`src/rtl/std_fp_mult_arbiter.sv`:
```
// std_fp_mult_arbiter: shares one fixed-point multiplier pipeline among
// NUM_REQ go/done requesters with work-conserving round-robin arbitration.
//
// Requester handshake (go/done):
//   A requester raises go[i] with its operands valid on left/right and holds
//   go[i] high until done[i] pulses for exactly one cycle. It drops go[i] in
//   the cycle after done. out carries the product only while a done bit is
//   high. A go that stays high into a following IDLE is treated as a new
//   request.
//
// The file also contains std_fp_mult_pipe, the shared multiplier.

// std_fp_mult_pipe: unsigned fixed-point multiply with go/done handshake.
// go must be held high until done. Dropping go for one cycle clears the
// sequencing counter, so the next operation starts from a clean pipeline.
// done rises in the fourth consecutive cycle that go is high.
module std_fp_mult_pipe #(
    parameter int WIDTH      = 32,
    parameter int INT_WIDTH  = 16,
    parameter int FRAC_WIDTH = 16
) (
    input  logic             clk,
    input  logic             reset_n,
    input  logic             go,
    input  logic [WIDTH-1:0] left,
    input  logic [WIDTH-1:0] right,
    output logic [WIDTH-1:0] out,
    output logic             done
);
    // The product keeps integer and fraction bits centred on the binary point.
    localparam int SHIFT = WIDTH - INT_WIDTH;

    // Elaboration-time check that the fixed-point format adds up.
    generate
        if (INT_WIDTH + FRAC_WIDTH != WIDTH) begin : g_fmt_check
            $error("std_fp_mult_pipe: INT_WIDTH + FRAC_WIDTH must equal WIDTH");
        end
    endgenerate

    logic [1:0]       cnt_q, cnt_d;
    logic [WIDTH-1:0] a_q, a_d;
    logic [WIDTH-1:0] b_q, b_d;
    logic [WIDTH-1:0] prod_q, prod_d;
    logic [WIDTH-1:0] res_q, res_d;

    // Sequence the three pipeline stages off a counter that go=0 clears.
    always_comb begin
        cnt_d  = cnt_q;
        a_d    = a_q;
        b_d    = b_q;
        prod_d = prod_q;
        res_d  = res_q;
        if (!go) begin
            cnt_d = 2'd0;
        end else if (cnt_q != 2'd3) begin
            cnt_d = cnt_q + 2'd1;
        end
        if (go && cnt_q == 2'd0) begin
            a_d = left;
            b_d = right;
        end
        if (go && cnt_q == 2'd1) begin
            // Full-width product, then keep the window around the binary
            // point; integer overflow wraps.
            prod_d = WIDTH'(((2*WIDTH)'(a_q) * (2*WIDTH)'(b_q)) >> SHIFT);
        end
        if (go && cnt_q == 2'd2) begin
            res_d = prod_q;
        end
    end

    // Pipeline registers with synchronous active-low reset.
    always_ff @(posedge clk) begin
        if (!reset_n) begin
            cnt_q  <= 2'd0;
            a_q    <= '0;
            b_q    <= '0;
            prod_q <= '0;
            res_q  <= '0;
        end else begin
            cnt_q  <= cnt_d;
            a_q    <= a_d;
            b_q    <= b_d;
            prod_q <= prod_d;
            res_q  <= res_d;
        end
    end

    assign out  = res_q;
    assign done = (cnt_q == 2'd3);
endmodule

// std_fp_mult_arbiter: round-robin front end for std_fp_mult_pipe.
// IDLE arbitrates from the pointer. BUSY runs the multiplier on registered
// operands. DONE pulses done[grant] with mult go low to flush the pipe, and
// arbitrates among the other requesters so back-to-back service has no idle gap.
module std_fp_mult_arbiter #(
    parameter int WIDTH      = 32,
    parameter int INT_WIDTH  = 16,
    parameter int FRAC_WIDTH = 16,
    parameter int NUM_REQ    = 4,
    localparam int IDX_W     = $clog2(NUM_REQ)
) (
    input  logic                     clk,
    input  logic                     reset_n,
    input  logic [NUM_REQ-1:0]       go,
    input  logic [NUM_REQ*WIDTH-1:0] left,
    input  logic [NUM_REQ*WIDTH-1:0] right,
    output logic [WIDTH-1:0]         out,
    output logic [NUM_REQ-1:0]       done,
    output logic                     busy,
    output logic [IDX_W-1:0]         grant,
    output logic [1:0]               dbg_state
);
    generate
        if (NUM_REQ < 2 || NUM_REQ > 8) begin : g_req_check
            $error("std_fp_mult_arbiter: NUM_REQ must be in 2..8");
        end
    endgenerate

    typedef enum logic [1:0] {
        S_IDLE = 2'd0,
        S_BUSY = 2'd1,
        S_DONE = 2'd2
    } state_t;

    state_t           state_q, state_d;
    logic [IDX_W-1:0] ptr_q, ptr_d;
    logic [IDX_W-1:0] grant_q, grant_d;
    logic [WIDTH-1:0] op_l_q, op_l_d;
    logic [WIDTH-1:0] op_r_q, op_r_d;
    logic [WIDTH-1:0] out_q, out_d;

    logic [NUM_REQ-1:0] req_m;
    logic [NUM_REQ-1:0] excl;
    logic [IDX_W-1:0]   start_idx;
    logic [IDX_W-1:0]   next_idx;
    logic               win_valid;
    logic [IDX_W-1:0]   win_idx;
    logic [WIDTH-1:0]   win_left;
    logic [WIDTH-1:0]   win_right;

    logic               mult_go;
    logic               mult_done;
    logic [WIDTH-1:0]   mult_out;

    // First set bit of req at or after start, scanning cyclically.
    // Returns {found, index}.
    function automatic logic [IDX_W:0] rr_pick(
        input logic [NUM_REQ-1:0] req,
        input logic [IDX_W-1:0]   start
    );
        logic             found;
        logic [IDX_W-1:0] idx;
        int               c;
        found = 1'b0;
        idx   = '0;
        for (int k = 0; k < NUM_REQ; k++) begin
            c = int'(start) + k;
            if (c >= NUM_REQ) begin
                c = c - NUM_REQ;
            end
            if (!found && req[c]) begin
                found = 1'b1;
                idx   = IDX_W'(c);
            end
        end
        return {found, idx};
    endfunction

    // Arbitration: from the pointer in IDLE, or from grant+1 in DONE with the
    // finishing requester masked so its still-high go is not re-granted.
    always_comb begin
        next_idx = (grant_q == IDX_W'(NUM_REQ - 1)) ? '0 : grant_q + IDX_W'(1);
        excl = '0;
        excl[grant_q] = 1'b1;
        if (state_q == S_DONE) begin
            req_m     = go & ~excl;
            start_idx = next_idx;
        end else begin
            req_m     = go;
            start_idx = ptr_q;
        end
        {win_valid, win_idx} = rr_pick(req_m, start_idx);
        win_left  = left[int'(win_idx)*WIDTH +: WIDTH];
        win_right = right[int'(win_idx)*WIDTH +: WIDTH];
    end

    // Next-state and output logic for IDLE / BUSY / DONE.
    always_comb begin
        state_d = state_q;
        ptr_d   = ptr_q;
        grant_d = grant_q;
        op_l_d  = op_l_q;
        op_r_d  = op_r_q;
        out_d   = out_q;
        done    = '0;
        case (state_q)
            S_IDLE: begin
                if (win_valid) begin
                    grant_d = win_idx;
                    op_l_d  = win_left;
                    op_r_d  = win_right;
                    state_d = S_BUSY;
                end
            end
            S_BUSY: begin
                if (mult_done) begin
                    out_d   = mult_out;
                    state_d = S_DONE;
                end
            end
            S_DONE: begin
                done[grant_q] = 1'b1;
                ptr_d = next_idx;
                if (win_valid) begin
                    grant_d = win_idx;
                    op_l_d  = win_left;
                    op_r_d  = win_right;
                    state_d = S_BUSY;
                end else begin
                    state_d = S_IDLE;
                end
            end
            default: begin
                state_d = S_IDLE;
            end
        endcase
    end

    // State and datapath registers with synchronous active-low reset.
    always_ff @(posedge clk) begin
        if (!reset_n) begin
            state_q <= S_IDLE;
            ptr_q   <= '0;
            grant_q <= '0;
            op_l_q  <= '0;
            op_r_q  <= '0;
            out_q   <= '0;
        end else begin
            state_q <= state_d;
            ptr_q   <= ptr_d;
            grant_q <= grant_d;
            op_l_q  <= op_l_d;
            op_r_q  <= op_r_d;
            out_q   <= out_d;
        end
    end

    // Reset gates mult go in the same cycle so an aborted op clears at once.
    assign mult_go = reset_n && (state_q == S_BUSY);

    std_fp_mult_pipe #(
        .WIDTH      (WIDTH),
        .INT_WIDTH  (INT_WIDTH),
        .FRAC_WIDTH (FRAC_WIDTH)
    ) u_mult (
        .clk     (clk),
        .reset_n (reset_n),
        .go      (mult_go),
        .left    (op_l_q),
        .right   (op_r_q),
        .out     (mult_out),
        .done    (mult_done)
    );

    assign out       = out_q;
    assign busy      = (state_q != S_IDLE);
    assign grant     = grant_q;
    assign dbg_state = state_q;
endmodule

```
`config.mk`:
```
export PLATFORM = sky130hd
export DESIGN_NAME = std_fp_mult_arbiter
export DESIGN_NICKNAME = d
export VERILOG_FILES = /design/src/rtl/std_fp_mult_arbiter.sv
export SDC_FILE = /design/constraint.sdc
export NUM_CORES = 2
export LEC_CHECK = 0
export ABC_AREA = 1
export BUFFER_PORTS_ARGS = -buffer_cell sky130_fd_sc_hd__clkbuf_2
export CAP_MARGIN = 20
export CORE_ASPECT_RATIO = 0.7
export CORE_MARGIN = 2
export CORE_UTILIZATION = 40
export DETAILED_ROUTE_END_ITERATION = 8
export PLACE_DENSITY = 0.57
export SLEW_MARGIN = 30
export SYNTH_ARGS = -nofsm -noshare
export SYNTH_HDL_FRONTEND = slang
export SYNTH_HIERARCHICAL = 1
export SYNTH_SLANG_ARGS = --single-unit
```
`constraint.sdc`:
```
create_clock -name clk -period 11.6 [get_ports clk]
set_input_delay 0.58 -clock clk [delete_from_list [all_inputs] [get_ports clk]]
set_output_delay 0.58 -clock clk [all_outputs]
set_load 0.01 [all_outputs]
```
-- After elaboration in Yosys (flattened, before gate mapping)
Cells that the tools add are included.
- register bits after elaboration: 232
- word-level logic and storage cells: 97
- output and inout port bits: 41
- input bits: 262
- shift operators: 2
- muxes and demuxes: 34
- $lt $le $gt $ge: 10
- $add $sub $neg: 9
- multiply operators: 1
- bitwise gates (word level): 2
- equality and inequality tests: 9
- reduce and logical (&&, ||, !) cells: 19
- operator list (operator ; number):
    $shiftx 128x8->32 ; 2
    $lt 32x4->1 const B ; 4
    $mux 32 ; 4
    $mul 32x32->48 ; 1
    $mux 2 ; 8
    $mux 1 ; 14
    $sub 3x3->4 const B ; 3
    $ge 3x3->1 const B ; 3
    $bmux 1 s2 ; 4
    $eq 2x2->1 const B ; 4
    $logic_and 1x1->1 ; 8
    $mux 4 ; 2
    $reduce_and 2->1 ; 4
    $add 2x2->3 const B ; 2
    $ne 2x2->1 const B ; 3
    $pmux 2 s3 ; 1
    $add 2x1->2 const B ; 2
    $and 4x4->4 ; 1
    $eq 2x1->1 const B ; 2
    $logic_not 2->1 ; 2
    $not 4->4 ; 1
    $sub 2x3->4 const B ; 1
    $add 2x1->3 const B ; 1
    $ge 2x3->1 const B ; 1
    other kinds (6) ; 8

-- Logic depth before layout (Yosys ltp)
- word-level depth: 22
- gate-level depth with buffers: 33
- mapped depth without buffers: 31

-- Cells and area by module
Netlist, hierarchy kept.
- modules (own cells, without submodules) (module ; area each (µm²) ; times used ; cells each):
    std_fp_mult_pipe ; 34401.7 ; 1 ; 4607
    std_fp_mult_arbiter ; 6635.1 ; 1 ; 1145

-- Worst setup path after synthesis
OpenSTA, ideal clock, no wires.
- kind: register to register
- start point: register u_mult.a_q[29]
- end point: register u_mult.prod_q[21]
- path buffers: 2
- arrival: 6.387 ns
- path slack: 5.097 ns
- cell stages (with the launch flop): 28
- setup time: 0.116 ns
- required time: 11.484 ns
- path through: dfxtp_1 > clkbuf_1 > buf_1 > nand2_1 > fa_1 > inv_1 > fa_1 > fa_1 > inv_1 > fa_1 > inv_1 > fa_1 > fa_1 > fa_1 > inv_1 > fa_1 > inv_1 > ha_1 > nand2_1 > inv_1 > a21boi_0 > and2_1 > a21boi_0 > nand3_1 > nand2_1 > nand3_1 > o211ai_1 > inv_1
- longest elaborated chain between the ends: 1
- ends and longest elaborated chain (element ; line ; source):
    start, declared ; 41 ; logic [WIDTH-1:0] a_q, a_d;
    start signal, assigned ; 76 ; a_q <= '0;
    start signal, assigned ; 82 ; a_q <= a_d;
    $mul 32x32->48 ; 65 ; prod_d = WIDTH'(((2*WIDTH)'(a_q) * (2*WIDTH)'(b_q)) >> SHIFT);
    end signal, assigned ; 84 ; prod_q <= prod_d;
    end, declared ; 43 ; logic [WIDTH-1:0] prod_q, prod_d;
Every way passes these cells.
A chain may end at the register's enable or synchronous reset.

-- Final worst setup path
- start point: register u_mult.b_q[10]
- end point: register u_mult.prod_q[11]
- longest elaborated chain between the ends: 1
- ends and longest elaborated chain (element ; line ; source):
    start, declared ; 42 ; logic [WIDTH-1:0] b_q, b_d;
    start signal, assigned ; 77 ; b_q <= '0;
    start signal, assigned ; 83 ; b_q <= b_d;
    $mul 32x32->48 ; 65 ;
Every way passes these cells.

==> results.json <==
{
  "critical_path_class": "reg2reg",
  "io_buffers": 302,
  "timing.rr.end": "u_mult/prod_q[11]",
  "finalHoldViolCount": 0,
  "die_height_um": 272.0,
  "run_status": "completed",
  "grt_max_degree": 110,
  "post_drt_via_cell_ratio": 4.806,
  "path_cells": "buf_4 -> nand2_1 -> inv_1 -> fa_1 -> fa_1 -> inv_1 -> fa_1 -> fa_1 -> fa_1 -> inv_1 -> fa_1 -> fa_1 -> fa_1 -> ha_1 -> inv_1 -> o21ai_0 -> a21oi_1 -> o21ai_0 -> a21oi_1 -> nand2_2 -> o21ai_0 -> o211ai_1 -> inv_1",
  "clock-skew-final_ns": 0.03979,
  "setup_crit_start_kind": "flop",
  "vias_in_the_first_global_route": 35240,
  "worst_setup_path_end_kind": "flop",
  "placement.setup.worst_slack_ns": 3.660,
  "grt.overflow.total": 0,
  "postRouteWirelength_um": 129300,
  "syn_to_final_growth_pct": 8.220,
  "ys_seq_elements": 232,
  "gp_routability_congestion": 0.9425,
  "synth.largest_area_cell": "fa_1",
  "final-max-slew-violation-count": 0,
  "globalRouteTotalUtil": 0.2507,
  "synth_top_cells_by_count": "1,650 x inv_1, 1,446 x nand2_1, 778 x fa_1, 385 x nor2_1, 244 x clkbuf_1",
  "final_hpwl_dp_um": 104100,
  "die_area_um2": 105200,
  "firstDrtPassIters": 5,
  "antenna_cells": 0,
  "antenna_violations_before_repair": 4,
  "cts.repair_timing.setup_buffer_count": 0,
  "vias": 34610,
  "ys.warnings.count": 6,
  "rows": 98,
  "drt_drc_violations_left": 0,
  "avgRoutedWirePerCell_um": 17.96,
  "clock_sinks": 232,
  "synth.yosys.seq_area_share": 0.1132,
  "worst_pin_slew_ns": 1.029,
  "worstHoldPathType": "in2reg",
  "syn_avg_cell_area_um2": 7.134,
  "min_delay_path_depth": 3,
  "grt_setup_unrepaired": "no",
  "worst_r2r_path_depth": 23,
  "cp.required_ns": 12.14,
  "critical_path.most_common_cell": "fa_1",
  "finalNetCount": 7053,
  "cts_tree": "yes",
  "postSynthCellCount": 5752,
  "setup_slack_ns": 3.382,
  "root_buffer": "clkbuf_16",
  "ys_dominant_reg_cell": "dfxtp_1",
  "critPathMaxFanout": 20,
  "htree_num_levels": 1,
  "final.min_clock_period_ns": 8.218,
  "postRouteAntennaNets": 0,
  "io_pins": 303,
  "fp.coreArea_um2": 101900,
  "regToRegSetupSlack_ns": 3.38,
  "netlist_area_um2": 41040,
  "timing.critical_path.arrival_ns": 8.76,
  "drt_first_iter_violations": 3052,
  "cts_resized": 0,
  "timing_limited_maximum_frequency_ghz": 0.1217,
  "origin_of_the_critical_flop_to_flop_path": "u_mult/b_q[10]",
  "synth_most_common_cell": "inv_1",
  "clockBufferDepth": 3,
  "final_layout_size_suffix_gt1_frac": 0.08117,
  "ys_types": 49,
  "first_pass_grt_wire_length_um": 206000,
  "hold_path_end": "op_r_q[6]",
  "start_util": 0.4027,
  "floorplan.die.width_um": 386.8,
  "holdBufCountCts": 0,
  "power-per-cell-area_nw_per_um2": 92.42,
  "crit_slowest_cell": "dfxtp_1",
  "postSynthNetCount": 6973,
  "synth_enable_flop_cells": 0,
  "max-cap-violations": 0,
  "vdd.ir_drop.worst_uv": 99.36,
  "setup_total_negative_slack_ns": 0,
  "power.static_leakage_nw": 26.65,
  "synth-async-reset-ratio": 0,
  "period_utilization_post_route": 0.7085,
  "setup-violations-final": 0,
  "holdCritStartpoint": "right[6]",
  "yosys-top-cells-area": "fa_1 38%, inv_1 15%, nand2_1 13%",
  "numCtsBuffers": 26,
  "relSlewSlack": 0.3138,
  "synth_largest_type_area_fraction": 0.3795,
  "clk_pin_slew_worst_paths_ns": 0.07,
  "insertion_delay_ns": 0.60,
  "slowest_delay_ns": 0.79
}
[sequential cells by signal, summed over array words and instances, names as in the netlist]
signal / cells
grant: 2
ptr_q: 2
op_r_q: 32
u_mult/out: 32
u_mult/prod_q: 32
u_mult/cnt_q: 2
dbg_state: 2
u_mult/a_q: 32
op_l_q: 32
u_mult/b_q: 32
out: 32
[cell usage in the layout, fill, tap and decap left out, types with 7 or more instances in the layout]
cell,synthesis,routed
xnor2_1,8,8
xor2_1,14,14
clkbuf_2,1,301
dfxtp_2,0,16
inv_1,1650,1650
nand3_1,226,225
buf_4,10,72
ha_1,181,181
nand2_1,1446,1445
nor2_1,385,384
nand3b_1,13,13
or2_0,11,11
dfxtp_1,232,216
a21o_1,11,11
inv_2,7,7
nor3_1,9,9
o21ai_0,210,210
o211ai_1,18,18
o21bai_1,8,8
o21ai_1,7,7
clkbuf_16,0,26
fa_1,778,778
nand2_2,15,15
a21oi_1,150,150
nand4_1,9,9
a21boi_0,7,7
[cell families (layout without fill, tap and decap cells)]
logic type,after synthesis,in the layout,synth area share
AND/OR/NAND/NOR,2128,2128,0.2072
buffers and inverters,1983,2083,0.1841
adder cells (fa/ha/maj),959,959,0.4347
AO/OA/AOI/OAI,428,428,0.05613
flip-flops,232,232,0.1132
XOR/XNOR,22,22,0.004696
[critical path, delay by kind of cell, from the launching register on]
family	cells	cell delay, ns
adder cells (fa/ha/maj)	9	4.47
AND/OR/NAND/NOR	2	0.26
flip-flops	1	0.79
buffers and inverters	6	0.84
AO/OA/AOI/OAI	6	1.80
[worst max path at each step]
stage                   startpoint  slack [ns]  cells past startpoint           endpoint
CTS                  u_mult/b_q[8]        3.63                     23  u_mult/prod_q[21]
global placement    u_mult/b_q[10]        3.70                     23  u_mult/prod_q[11]
finish              u_mult/b_q[10]        3.38                     23  u_mult/prod_q[11]
global route        u_mult/b_q[10]        3.24                     23  u_mult/prod_q[11]
detailed placement   u_mult/b_q[8]        3.66                     23  u_mult/prod_q[21]
floorplan           u_mult/a_q[29]        5.10                     27  u_mult/prod_q[21]
[final cells by class]
type,count,area [um^2]
inverter,1660,6231
timing repair buffer,375,2069
clock inverter,14,171.4
clock buffer,34,730.7
fill,10640,57490
multi-input combinational,3537,28850
tap,1350,1689
sequential,232,4664
[where the power goes]
| part | switching (mW) | internal, mW |
|---|---|---|
| logic | 1.53 | 0.741 |
| registers | 0.0789 | 0.867 |
| clock network | 0.385 | 0.498 |
| total | 2.00 | 2.11 |
[stage by stage]
stage	hold WS [ns]	util	total power, mW	cells	area [um^2]
after floorplan	0.4297	-	2.323	5752	41040
after CTS	0.1962	0.4357	4.098	7202	44400
after global routing	0.2386	0.4358	4.421	7202	44410
after detailed placement	0.4353	0.4269	3.169	7154	43490
after global placement	0.4347	0.4269	3.177	7154	43490
final	0.2264	0.4358	4.105	7202	44410
[routing by layer]
metal	wire length, um	track usage	vias up
met5	13	0	-
met4	1285	0.02786	2
met3	11920	0.04637	84
met2	51430	0.3541	1189
met1	64690	0.4027	16920
li1	-	-	16420
(Power assumes the default switching activity.)
